## src/rtl/wb_stage.sv

```systemverilog
// wb_stage: write-back stage driving the register-bank write port; define WB_LOAD_TIMEOUT_EN for the load-response timeout.
module wb_stage #(
  parameter int TIMEOUT_CYCLES = 255
) (
  input  logic        clk,
  input  logic        rst,
  input  logic        ex_valid_i,
  output logic        ex_ready_o,
  input  logic        ex_rd_we_i,
  input  logic [4:0]  ex_rd_addr_i,
  input  logic [31:0] ex_result_i,
  input  logic        ex_is_load_i,
  input  logic [2:0]  ex_funct3_i,
  input  logic [1:0]  ex_addr_lsb_i,
  input  logic        dmem_rvalid_i,
  input  logic [31:0] dmem_rdata_i,
  input  logic        dmem_err_i,
  output logic        rf_we_o,
  output logic [4:0]  rf_rd_addr_o,
  output logic [31:0] rf_rd_data_o,
  output logic        retire_o,
  output logic        load_err_o
);
  typedef enum logic {IDLE, WAIT_LOAD} state_t;
  state_t      state;
  logic [4:0]  rd_q;
  logic        we_q;
  logic [2:0]  f3_q;
  logic [1:0]  lsb_q;
  logic [7:0]  b;
  logic [15:0] h;
  logic [31:0] ld;
  logic        fault;
`ifdef WB_LOAD_TIMEOUT_EN
  localparam int CW = $clog2(TIMEOUT_CYCLES + 1) > 8 ? $clog2(TIMEOUT_CYCLES + 1) : 8;
  logic [CW-1:0] cnt;
`endif
  assign ex_ready_o = state == IDLE;
  always_comb begin
    b = dmem_rdata_i[{lsb_q, 3'b000} +: 8];
    h = lsb_q[1] ? dmem_rdata_i[31:16] : dmem_rdata_i[15:0];
    ld = f3_q == 3'b000 ? {{24{b[7]}}, b} :
         f3_q == 3'b001 ? {{16{h[15]}}, h} :
         f3_q == 3'b100 ? {24'b0, b} :
         f3_q == 3'b101 ? {16'b0, h} : dmem_rdata_i;
    fault = dmem_err_i | (f3_q[1:0] == 2'b01 & lsb_q[0]) | (f3_q == 3'b010 & lsb_q != 2'b00) |
            f3_q == 3'b011 | f3_q[2:1] == 2'b11;
  end
  always_ff @(posedge clk) begin
    rf_we_o <= 1'b0;
    rf_rd_addr_o <= '0;
    rf_rd_data_o <= '0;
    retire_o <= 1'b0;
    load_err_o <= 1'b0;
    if (rst) begin
      state <= IDLE;
    end else if (state == IDLE) begin
      if (ex_valid_i && ex_is_load_i) begin
        state <= WAIT_LOAD;
        rd_q <= ex_rd_addr_i;
        we_q <= ex_rd_we_i;
        f3_q <= ex_funct3_i;
        lsb_q <= ex_addr_lsb_i;
`ifdef WB_LOAD_TIMEOUT_EN
        cnt <= '0;
`endif
      end else if (ex_valid_i) begin
        retire_o <= 1'b1;
        rf_rd_addr_o <= ex_rd_addr_i;
        rf_rd_data_o <= ex_result_i;
        rf_we_o <= ex_rd_we_i && ex_rd_addr_i != 5'd0;
      end
    end else if (dmem_rvalid_i) begin
      state <= IDLE;
      retire_o <= 1'b1;
      load_err_o <= fault;
      rf_rd_addr_o <= rd_q;
      rf_rd_data_o <= ld;
      rf_we_o <= !fault && we_q && rd_q != 5'd0;
`ifdef WB_LOAD_TIMEOUT_EN
    end else if (cnt == CW'(TIMEOUT_CYCLES - 1)) begin
      state <= IDLE;
      retire_o <= 1'b1;
      load_err_o <= 1'b1;
      rf_rd_addr_o <= rd_q;
    end else begin
      cnt <= cnt + 1'b1;
`endif
    end
  end
endmodule

```

## config.mk

```make
export PLATFORM = sky130hd
export DESIGN_NAME = wb_stage
export DESIGN_NICKNAME = d
export VERILOG_FILES = /design/src/rtl/wb_stage.sv
export SDC_FILE = /design/constraint.sdc
export NUM_CORES = 1
export LEC_CHECK = 0
export CAP_MARGIN = 20
export CORE_ASPECT_RATIO = 0.75
export CORE_MARGIN = 2
export CORE_UTILIZATION = 40
export CTS_CLUSTER_SIZE = 24
export DETAILED_ROUTE_END_ITERATION = 10
export GPL_ROUTABILITY_DRIVEN = 1
export GPL_TIMING_DRIVEN = 0
export MAX_ROUTING_LAYER = met4
export PLACE_DENSITY = 0.93
export SLEW_MARGIN = 5
export SYNTH_ARGS = -nofsm -noshare
export SYNTH_HDL_FRONTEND = slang
export SYNTH_SLANG_ARGS = --single-unit
```

## constraint.sdc

```tcl
create_clock -name clk -period 3.1 [get_ports clk]
set_input_delay 0.775 -clock clk [delete_from_list [all_inputs] [get_ports clk]]
set_output_delay 0.775 -clock clk [all_outputs]
set_load 0.005 [all_outputs]
```

==> impl_metrics.ini <==
[clock_network]
cts_tree = done
cts_resized = 0
hold_buffers = 0
numCtsBuffers = 5
root_buffer = clkbuf_8
clock_path_buffers = 2
clkTransAtPathRegs_ns = 0.09
htreeDepth = 2
clock_latency_ns = 0.30
cts_setup_buffers = 0
clkSinkCount = 52

[worst_setup_path]
worstPathArrival_ns = 2.88
path_cells = clkdlybuf4s50_1, and3b_1, and2_1, clkbuf_1, clkbuf_1, a22oi_1, o21ai_0
critPathKind = input pin to flip-flop
slowest_delay_ns = 0.52
reg2regPathDepth = 6
crit_top_cell = clkbuf_1
worstSetupStartpointType = input pin
critPathSlowestCell = clkbuf_1
worstPathRequired_ns = 3.32
cp_max_fo = 10
end_kind = flip-flop

[synthesis]
synthArstFlopShare_pct = 0
ys_types = 33
syn_area_um2 = 2350
seq_area_frac_synth_pct = 48.9
synthCells = 219
yosys_most_used_dff = dfxtp_1
syn_nets = 300
synth_largest_area_cell = dfxtp_1
synth_warnings = 0
synth_most_common_cell = dfxtp_1
ys_top_cells_by_area = dfxtp_1, edfxtp_1, a221o_1
synth_common_cells = dfxtp_1, a221o_1, a22o_1, a21oi_1, clkbuf_1
yosys_register_bits = 52
synth.top_cell.area_share_pct = 34.9
synth_area_per_cell_um2 = 10.8
synth-edff-count = 11

[global_route]
grt_usage_pct = 24.4
globalRouteOverflowTotal = 0
grt_max_degree = 16
antenna_found_initial = 0
grt_pass1_wl_mm = 11.9
grt_pass1_vias = 2405

[cells_and_area]
fin_util_pct = 65.6
final_nets = 429
seq_area_um2 = 1150
num_antenna_cells = 0
fillerInstances = 468
multi_input_area_um2 = 1100
syn_to_final_growth_pct = 59.7
drive_gt1_share_pct = 5.44

[detailed_routing]
routed_wl_mm = 7.69
vias = 2437
ant_nets = 0
wire_per_inst_um = 18.0
drtIter0Drc = 264
viasPerCell = 5.71
drtPass1Iterations = 5
drc = 0

[place]
dpl_worst_slack_ns = 0.231
portBuffers = 121
place_hpwl_mm = 5.88
place_congestion = 1.01

[timing]
tightest_slew_ns = 0.659
max_clock_freq_ghz = 0.376
fin_skew_ns = 0.00718
min_period_over_period_pct = 85.8
final_max_slew_viol_count = 0
fin_ws_ns = 0.440
rsz0062_at_grt = false
finalHoldViolCount = 0
setup_viol = 0
relSlewSlack_pct = 56.0
finalCriticalPeriod_ns = 2.66

[run]
drv_cap = 0

[power_and_ir_drop]
p_leak_uw = 0.00135
power_density_nw_per_um2 = 361
peakVddDrop_v = 0.000185

[floorplan]
dieArea_um2 = 6520
io_pins = 122
start_util_pct = 41.1
core_area_um2 = 5740
die_w_um = 92.6
chipHeight_um = 70.4
rows = 24

[min_path]
holdPathStages = 1
min_path_type = flip-flop to flip-flop

[run_status]
outcome = complete, no violations
power breakdown:
group | internal [uW] | switching [uW]
combinational | 166 | 90.9
clock | 157 | 219
sequential | 716 | 9.55
final cells by class:
type / count / area share (%)
multi-input combinational: 144 / 29.4
tap: 78 / 2.59
timing repair buffer: 122 / 32.4
sequential: 52 / 30.6
clock inverter: 2 / 0.299
buffer: 18 / 2.30
clock buffer: 6 / 1.93
inverter: 5 / 0.499
per-stage QoR:
step                setup TNS, ns  instances  instance area [um^2]  hold WS [ns]  power (uW)
finish                          0        427                  3760         0.496        1360
detailed placement              0        419                  3680         0.480         995
global route                    0        427                  3760         0.525        1420
floorplan                       0        219                  2350         0.459         816
global placement           -0.573        418                  3660         0.480         988
CTS                             0        427                  3760         0.501        1370
sequential cells by signal, summed over array words and instances, names as in the netlist:
signal / cells
rf_we_o: 1
load_err_o: 1
retire_o: 1
state: 1
rf_rd_data_o: 32
rd_q: 5
rf_rd_addr_o: 5
lsb_q: 2
we_q: 1
f3_q: 3
cells by family after synthesis:
family	share of synthesized area, %
muxes	7.23
buffers and inverters	4.46
and+or+nand+nor	11.3
AOI/OAI and AO/OA	28.1
DFF	48.9
critical path: cells and delay by family:
kind	cells	cell delay, ns
AO/OA/AOI/OAI	2	0.27
buffers and inverters	3	1.29
AND/OR/NAND/NOR	2	0.55
path summary, 6_finish.rpt:
| path | startpoint | endpoint | slack [ns] |
|---|---|---|---|
| worst max-delay path | rst | rf_rd_data_o[7] | 0.44 |
| worst min-delay path | rd_q[2] | rf_rd_addr_o[2] | 0.50 |
| worst max register to register | state | rf_rd_data_o[7] | 1.04 |
| worst min register to register | rd_q[2] | rf_rd_addr_o[2] | 0.50 |
layout by cell type (no fill, tap or decap), types with 11 or more instances in the layout:
cell             instances
dfxtp_1                 41
clkbuf_1                13
clkdlybuf4s50_1        121
edfxtp_1                11
a21oi_1                 13
a221o_1                 19
a22o_1                  16
o21ai_0                 11
metal layers:
metal,up-vias,share of wire [%],track usage (%)
met5,-,0,-
met4,0,1.7,8.62
met3,12,10,5.83
met2,163,47,38.8
met1,1142,41,30.6
li1,1120,-,-
No activity file was read; power rests on OpenSTA's default activity.
==> variant: new RTL, same flow settings <==
Build with the macro `WB_LOAD_TIMEOUT_EN` defined.
--- a/src/rtl/wb_stage.sv
+++ b/src/rtl/wb_stage.sv
@@ -1,4 +1,6 @@
 // wb_stage: write-back stage driving the register-bank write port; define WB_LOAD_TIMEOUT_EN for the load-response timeout.
+`define WB_LOAD_TIMEOUT_EN
+
 module wb_stage #(
   parameter int TIMEOUT_CYCLES = 255
 ) (
Function: no difference found for any inputs over 10 cycles, from zero or initial values and one cycle with rst high; that may be too few to reach the edited logic, so the function may still have changed.
==> variant against the unedited design <==
Power up 37%; sequential share of layout area up 3.1 points; setup slack better by 0.14 ns; wire length up 8.2%; sequential cell count up 8; area after synthesis up 11%; critical path depth down 4; design area up 9.9%; critical path type is now reg2out; highest routed layer unchanged.
==> variant: results (changes against the unedited design) <==
| Metric | Value |
|---|---|
| Vias in the first global route | 2508 (+4.3%) |
| Net Sw Frac | 0.219 (-0.0163) |
| Reg2reg setup slack | 1.09 ns (+0.05 ns) |
| FILL cells | 483 (+3.2%) |
| Worst-path clk slew | 0.06 ns (-0.03 ns) |
| Fin Clk Skew | 0.00397 ns (-0.00321 ns) |
| Mux contribution to synthesized area | 0.0485 (-0.0238) |
| Adder-Cell Fraction of Synth Area | 0.00960 (+0.00960) |
| GR Util met2 | 0.382 (-0.00573) |
| Antenna fix cells | 0 (unchanged) |
| Yosys cell types | 45 (+36%) |
| Top Registers | rf_rd_data_o x32, cnt x8 |
| P_clk | 747 uW (+98%) |
| Global placer's final weighted congestion | 0.909 (-10%) |
| TritonCTS Buffers | 9 (+4) |
| Critical-path top delay cell | clkdlybuf4s50_1 |
| Routed WL | 8320 microns (+8.2%) |
| Crit path DAT | 1.75 ns (-1.13 ns) |
| Fraction of layout cells with a size suffix above 1 | 0.0726 (+0.0181) |
| Area post-placement | 3930 sq um (+6.7%) |
| Status | complete, no violations |
| GR Util met3 | 0.0942 (+0.0359) |
| CP peak stage delay | 0.58 ns (+0.06 ns) |
| Setup WS pre-CTS | 0.313 ns (+0.0823 ns) |
| Max VDD drop | 0.000280 V (+51%) |
| Hpwl dp | 6330 microns (+7.6%) |
| Syn_nets | 318 (+6.0%) |
| DRT Pass-1 Iters | 4 (-1) |
| Synth Area in Compound Gates | 0.245 (-0.0364) |
| Post-synth EDFFs | 19 (+8) |
| Met3 wire len | 738 microns (-8.0%) |
| Grt met1 use | 0.277 (-0.0286) |
| First-pass GRT wire length | 12400 microns (+4.7%) |
| Pwr dens | 449 nW/um^2 (+24%) |
| Synth Area in XOR/XNOR | 0.0168 (+0.0168) |
| Largest net degree at the start of global routing | 12 (-4) |
| Synthesized area per cell | 11.1 sq um (+3.2%) |
| Crit share post-route | 0.814 (-0.0445) |
| # H-tree levels | 3 (+1) |
| Via density per instance | 5.59 (-2.1%) |
| Worst slew pin tran | 0.882 ns (+0.222 ns) |
| Met2 wire length | 3980 microns (+9.3%) |
| Synth cell count leaders | dfxtp_1, edfxtp_1, nand2_1 |
| Met1 WL | 3540 microns (+14%) |
| Placed Cells | 437 (+4.3%) |
| GRT Overall Usage | 0.235 (-0.00934) |
| Sequential cell area | 1390 sq um (+21%) |
| Final Non-Filler Cells | 453 (+6.1%) |
| YS warnings | 0 (unchanged) |
| Leakage | 0.00153 uW (+14%) |
| Logic gate share of total power | 0.138 (-0.051) |
| Hold WS | 0.503 ns (+0.00776 ns) |
| Clk_lat worst skew | 0.34 ns (+0.04 ns) |
| Synth area leaders | dfxtp_1, edfxtp_1, a221o_1 |
| Seq/Total Area, Yosys | 0.534 (+0.0447) |
| First-iteration detailed-routing DRC count | 186 (-30%) |
variant: changes by cell type after synthesis, moves of 5 or more:
cell / change
nor2_1: +6
nor2b_1: -10
edfxtp_1: +8
nand3_1: +5
o211ai_1: -8
nand2_1: +9
o221ai_1: +6
a2bb2oi_1: +7
variant: path summary, 6_finish.rpt:
kind / startpoint / end / depth (start not counted)
worst max-delay path: state$_SDFF_PP0_ / ex_ready_o / 3
worst min-delay path: rd_q[2]$_DFFE_PP_ / rf_rd_addr_o[2]$_SDFF_PP0_ / 1
worst max register to register: cnt[3]$_SDFFCE_PN0P_ / cnt[0]$_SDFFCE_PN0P_ / 4
worst min register to register: rd_q[2]$_DFFE_PP_ / rf_rd_addr_o[2]$_SDFF_PP0_ / 1
variant: area by class of cell:
class,count,share of cell area
tap,81,0.0245
multi-input combinational,154,0.273
buffer,13,0.0148
clock inverter,5,0.0185
timing repair buffer,121,0.293
sequential,60,0.337
inverter,8,0.00727
clock buffer,11,0.0318
